## src/rtl/ar_geom_pkg.sv

```systemverilog
// ---------------------------------------------------------------------------
// ar_geom_pkg
// Shared geometry constants for the xy_to_theta angle search.
//   RADIUS     : magnitude of the reference diamond (|x|+|y| = 48)
//   STEP_DEG   : angular resolution of the search, in degrees
//   NUM_STEPS  : number of candidate angles (0..350 in STEP_DEG steps)
//   Y_TABLE    : first-quadrant |y| values for 0..90 degrees
//   state_t    : search FSM states
// ---------------------------------------------------------------------------
package ar_geom_pkg;

    localparam int RADIUS    = 48;
    localparam int STEP_DEG  = 10;
    localparam int NUM_STEPS = 36;

    localparam logic signed [6:0] Y_TABLE [0:9] = '{
        7'sd0,  7'sd5,  7'sd10, 7'sd16, 7'sd21,
        7'sd26, 7'sd32, 7'sd37, 7'sd43, 7'sd48
    };

    typedef enum logic [1:0] {
        IDLE   = 2'd0,
        SEARCH = 2'd1,
        DONE   = 2'd2
    } state_t;

    // Step index to angle in degrees (max 35*10 = 350, fits 9 bits).
    function automatic logic [8:0] step_to_angle(input logic [5:0] s);
        return 9'(s) * 9'(STEP_DEG);
    endfunction

endpackage

```

## src/rtl/angle_lut.sv

```systemverilog
// ---------------------------------------------------------------------------
// angle_lut
// Combinational forward mapping from a 10-degree step index to the point on
// the reference diamond used as the match candidate for that angle.
// Ports:
//   step  in   6  step index 0..35 (values above 35 return (0,0))
//   x_k   out  7  signed candidate x
//   y_k   out  7  signed candidate y
// ---------------------------------------------------------------------------
module angle_lut
    import ar_geom_pkg::*;
(
    input  logic [5:0]        step,
    output logic signed [6:0] x_k,
    output logic signed [6:0] y_k
);

    localparam logic signed [6:0] R7 = 7'(RADIUS);

    logic [3:0]        idx;
    logic signed [6:0] mag;

    always_comb begin
        // NOTE: every output gets a default first so no path leaves it
        // unassigned -- otherwise synthesis infers a latch.
        idx = 4'd0;
        mag = 7'sd0;
        x_k = 7'sd0;
        y_k = 7'sd0;
        if (step <= 6'd9) begin
            // 0..90: y rises along Y_TABLE, x shrinks toward 0
            idx = step[3:0];
            mag = Y_TABLE[idx];
            y_k = mag;
            x_k = R7 - mag;
        end else if (step <= 6'd18) begin
            // 100..180: table read backwards, x negative
            idx = 4'(6'd18 - step);
            mag = Y_TABLE[idx];
            y_k = mag;
            x_k = mag - R7;
        end else if (step <= 6'd27) begin
            // 190..270: y negative; 270 lands on (0,-48)
            idx = 4'(step - 6'd18);
            mag = Y_TABLE[idx];
            y_k = -mag;
            x_k = -R7 + mag;
        end else if (step <= 6'd35) begin
            // 280..350: table read backwards, y negative, x positive
            idx = 4'(6'd36 - step);
            mag = Y_TABLE[idx];
            y_k = -mag;
            x_k = R7 - mag;
        end
    end

endmodule

```

## src/rtl/xy_to_theta.sv

```systemverilog
// ---------------------------------------------------------------------------
// xy_to_theta
// Finds the 10-degree angle whose reference point is closest (L1 distance)
// to a card-frame (x,y) sample, by sequentially scoring all 36 candidates.
// Fixed latency: valid_out is high on the 37th rising edge after accept.
// Ports:
//   clk_in     in   1  clock, rising edge
//   rst_in     in   1  synchronous active-high reset
//   x_in       in   7  signed x, sampled on accept
//   y_in       in   7  signed y, sampled on accept
//   valid_in   in   1  request strobe (accepted when ready_out is high)
//   ready_out  out  1  high only while idle
//   angle_out  out  9  best-match angle, held until the next result
//   valid_out  out  1  one-cycle result strobe
//   err_out    out  8  best L1 error (only with XY_TO_THETA_ERR_EN defined)
// Build option: define XY_TO_THETA_ERR_EN to add the err_out port/register.
// ---------------------------------------------------------------------------
module xy_to_theta
    import ar_geom_pkg::*;
(
    input  logic              clk_in,
    input  logic              rst_in,
    input  logic signed [6:0] x_in,
    input  logic signed [6:0] y_in,
    input  logic              valid_in,
    output logic              ready_out,
    output logic [8:0]        angle_out,
    output logic              valid_out
`ifdef XY_TO_THETA_ERR_EN
    ,
    output logic [7:0]        err_out
`endif
);

    localparam logic [5:0] LAST_STEP = 6'(NUM_STEPS - 1);

    state_t            state;
    logic signed [6:0] x_r;
    logic signed [6:0] y_r;
    logic [5:0]        step;
    logic [7:0]        best_err;
    logic [5:0]        best_step;

    logic signed [6:0] x_k;
    logic signed [6:0] y_k;
    logic signed [8:0] dx;
    logic signed [8:0] dy;
    logic [7:0]        ax;
    logic [7:0]        ay;
    logic [7:0]        err_k;
    logic              better;

    angle_lut u_lut (
        .step (step),
        .x_k  (x_k),
        .y_k  (y_k)
    );

    // Each |difference| is at most 64+48 = 112, so the sum (<= 224) fits
    // 8 bits unsigned without wrap.
    always_comb begin
        dx     = {{2{x_r[6]}}, x_r} - {{2{x_k[6]}}, x_k};
        dy     = {{2{y_r[6]}}, y_r} - {{2{y_k[6]}}, y_k};
        ax     = dx[8] ? 8'(-dx) : dx[7:0];
        ay     = dy[8] ? 8'(-dy) : dy[7:0];
        err_k  = ax + ay;
        // Strict compare: an equal error never displaces an earlier angle.
        better = (err_k < best_err);
    end

    // NOTE: all state below is written with non-blocking assignments so every
    // register samples the pre-edge values, independent of statement order.
    always_ff @(posedge clk_in) begin
        if (rst_in) begin
            state     <= IDLE;
            ready_out <= 1'b1;
            valid_out <= 1'b0;
            angle_out <= '0;
            x_r       <= '0;
            y_r       <= '0;
            step      <= '0;
            best_err  <= '0;
            best_step <= '0;
`ifdef XY_TO_THETA_ERR_EN
            err_out   <= '0;
`endif
        end else begin
            valid_out <= 1'b0;
            case (state)
                IDLE: begin
                    if (valid_in && ready_out) begin
                        x_r       <= x_in;
                        y_r       <= y_in;
                        step      <= '0;
                        best_err  <= 8'hFF;   // above any reachable error
                        best_step <= '0;
                        ready_out <= 1'b0;
                        state     <= SEARCH;
                    end
                end

                SEARCH: begin
                    if (better) begin
                        best_err  <= err_k;
                        best_step <= step;
                    end
                    if (step == LAST_STEP) begin
                        // Fold the last candidate in directly so the result
                        // and its strobe leave together on entry to DONE.
                        state     <= DONE;
                        valid_out <= 1'b1;
                        angle_out <= step_to_angle(better ? step : best_step);
`ifdef XY_TO_THETA_ERR_EN
                        err_out   <= better ? err_k : best_err;
`endif
                    end else begin
                        step <= step + 6'd1;
                    end
                end

                DONE: begin
                    ready_out <= 1'b1;
                    state     <= IDLE;
                end

                default: begin
                    ready_out <= 1'b1;
                    state     <= IDLE;
                end
            endcase
        end
    end

endmodule

```

## config.mk

```make
export PLATFORM = sky130hd
export DESIGN_NAME = xy_to_theta
export DESIGN_NICKNAME = d
export VERILOG_FILES = /design/src/rtl/ar_geom_pkg.sv /design/src/rtl/angle_lut.sv /design/src/rtl/xy_to_theta.sv
export SDC_FILE = /design/constraint.sdc
export NUM_CORES = 1
export LEC_CHECK = 0
export ABC_CLOCK_PERIOD_IN_PS = 17050
export BUFFER_PORTS_ARGS = -buffer_cell sky130_fd_sc_hd__buf_2
export CAP_MARGIN = 30
export CORE_MARGIN = 2
export CORE_UTILIZATION = 45
export CTS_BUF_LIST = sky130_fd_sc_hd__clkbuf_2
export CTS_CLUSTER_DIAMETER = 150
export DETAILED_ROUTE_END_ITERATION = 10
export GPL_TIMING_DRIVEN = 0
export SYNTH_ARGS = -nofsm -noshare
export SYNTH_HDL_FRONTEND = slang
export SYNTH_SLANG_ARGS = --single-unit
```

## constraint.sdc

```tcl
create_clock -name clk_in -period 17.05 [get_ports clk_in]
set_input_delay 3.41 -clock clk_in [delete_from_list [all_inputs] [get_ports clk_in]]
set_output_delay 3.41 -clock clk_in [all_outputs]
set_load 0.005 [all_outputs]
```

==> out/qor.yml <==
floorplan:
  die_area_um2: 10900
  die_y_um: 104
  die_w_um: 104
  num_io_pins: 28
  start_util: 0.462
  core_area_um2: 9770
  row_count: 36
yosys:
  synth.avg_cell_area_um2: 7.81
  synth.yosys.seq_area_share: 0.204
  synth_common_cells: "nand2_1 (57), ha_1 (54), nor2_1 (53)"
  synth_compound_area_frac: 0.250
  synth_top_area_cell: "dfxtp_1"
  synth_edf_count: 0
  yosys_warnings: 0
  synth-simple-area-share: 0.196
  ys_ff_latch: 46
  synth_most_common_cell: "nand2_1"
  synth_top_cell_area_share: 0.204
  ys_top_cells_by_area: "dfxtp_1 (20%), ha_1 (15%), xnor2_1 (6.2%)"
  async_reset_ff_frac: 0
  synthesis.nets: 653
  synth_top_family_by_area: "compound AO/OA/AOI/OAI gates"
  synth_adder_area_share: 0.170
  synthMuxAreaShare: 0.0440
  ys.flop_type: "dfxtp_1"
  syn_area_um2: 4520
  synth_xor_area_frac: 0.0870
  synthCells: 578
  ys_types: 70
global_route:
  met1_usage: 0.289
  grt_pass1_vias: 3963
  use_met3: 0.0219
  antenna_found_initial: 0
  grt_busiest_layer: "met2"
  grt_pass1_wl_um: 19300
  overflow: 0
  grt_use_total: 0.217
  met2_usage: 0.369
  grt_max_degree: 15
timing:
  rsz0062_at_grt: "no"
  fin_worst_skew_ps: 27.8
  relSlewSlack: 0.428
  hold_viol: 0
  worst_pin_slew_ps: 853
  post-route-period-util: 0.601
  min_period_ps: 10240
  drv_slew: 0
  setup_viol_count_final: 0
  max_freq_mhz: 97.6
  finalSetupTns_ps: 0
drt:
  firstDrtPassIters: 4
  wl_per_cell_um: 15.7
  routed_wl_um: 11700
  vias: 4263
  drcViolationCount: 0
  drtAntennaViolNets: 0
  viasPerCell: 5.72
  drtIter0Drc: 171
placed_design:
  placed_area_um2: 4810
  portBuffers: 25
  place_hpwl_um: 9410
  place_congestion: 0.954
clock_tree:
  cts_tree: "done"
  cts_sinks: 46
  postCtsSetupRepairBufs: 0
  cts_buffers: 5
  root_buffer: "clkbuf_2"
  clk_latency_ps: 460
  htreeDepth: 2
  hold_buffers: 0
  clock_path_buffers: 2
  clk_pin_slew_ps: 270
  cts-resized-gates: 0
setup_path:
  worstPathArrival_ps: 10650
  endpoint_kind: "flop"
  startpoint_type: "flop"
  slowest_delay_ps: 800
  crit_fanout: 11
  path_class: "flop to flop"
  crit_top_cell: "ha_1"
  cp_slowest_cell: "a211oi_1"
  cp.required_ps: 17450
power_and_ir_drop:
  peakVddDrop_mv: 0.0989
  power_uw: 641
  powerDensity_nw_per_um2: 131
  p_leak_uw: 0.00204
cells_and_area:
  final_util: 0.499
  seq_area_um2: 921
  fillers: 996
  synthToLayoutAreaGrowth_pct: 8.06
  n_antenna_cell: 0
  drive_above_1_share: 0.0964
  multi_input_area_um2: 3370
  finalInstanceArea_um2: 4880
  fin_nets: 686
status:
  status: "completed"
flow_run:
  cap_violations: 0
worst_hold_path:
  hp-class: "flop to flop"
==> layer usage <==
metal | routed length [µm] | share of wire | up-vias
met3 | 355 | 0.030 | 20
met1 | 5550 | 0.47 | 2006
li1 | - | - | 2149
met2 | 5560 | 0.47 | 88
met5 | 0 | 0 | -
met4 | 254 | 0.022 | 0
==> report_power, final <==
| group | switching [µW] | total, µW | internal, µW |
|---|---|---|---|
| logic | 262 | 452 | 190 |
| clock network | 38.3 | 63.6 | 25.3 |
| registers | 5.63 | 125 | 119 |
==> worst paths after layout <==
path / to / depth (start not counted) / startpoint / slack [ps]
setup / recovery: angle_out[8] / 38 / step[1] / 6810
hold / removal: y_r[2] / 2 / y_r[2] / 480
hold reg to reg: y_r[2] / 2 / y_r[2] / 480
setup reg to reg: angle_out[8] / 38 / step[1] / 6810
==> critical path, delay by kind of cell, from the launching register on <==
| family | cells | cell delay (ps) |
|---|---|---|
| AOI/OAI and AO/OA | 14 | 4480 |
| adders and majority gates | 8 | 2280 |
| and+or+nand+nor | 8 | 1130 |
| DFF | 1 | 610 |
| buffers and inverters | 4 | 1060 |
| xor gates and xnor gates | 4 | 650 |
==> state kept, by name (all words and copies together) (netlist names) <==
register,cells
x_r,7
step,6
best_err,8
ready_out,1
y_r,7
best_step,6
angle_out,8
state,2
valid_out,1
==> logic make-up (layout without fill, tap and decap cells) <==
family                     count (synthesis)  in the layout
AOI/OAI and AO/OA                        166            166
xor gates and xnor gates                  44             44
adders and majority gates                 59             59
buffers and inverters                     55             89
DFF                                       46             46
muxes                                     19             19
other                                      1              1
and+or+nand+nor                          188            188
==> per-stage QoR <==
step / cells / setup slack, ps / hold slack [ps]
2_1_floorplan: 578 / 8640 / 441
3_3_place_gp: 736 / 7160 / 453
3_5_place_dp: 737 / 7000 / 456
4_1_cts: 745 / 6930 / 482
5_1_grt: 745 / 5980 / 509
6_report: 745 / 6810 / 480
==> final cells by class <==
type                    instances  area share
repair buffers                 26      0.0267
plain buffers                  30      0.0261
inverters                      25      0.0192
clock inverters                 2     0.00769
multi-input cells             477       0.691
clock buffers                   6     0.00615
flip-flops and latches         46       0.189
well taps                     133      0.0341
==> cells in the final DEF (no fill, tap or decap), types with 11 or more instances in the layout <==
cell      count
ha_1         54
buf_2        29
nor2b_1      15
inv_1        24
xnor2_1      32
dfxtp_1      46
nor2_1       53
o21ai_0      26
nand2_1      57
a21oi_1      40
nor3_1       18
xor2_1       11
mux2i_1      12
clkbuf_1     22
Note: power is estimated with default switching activity, not from simulation.
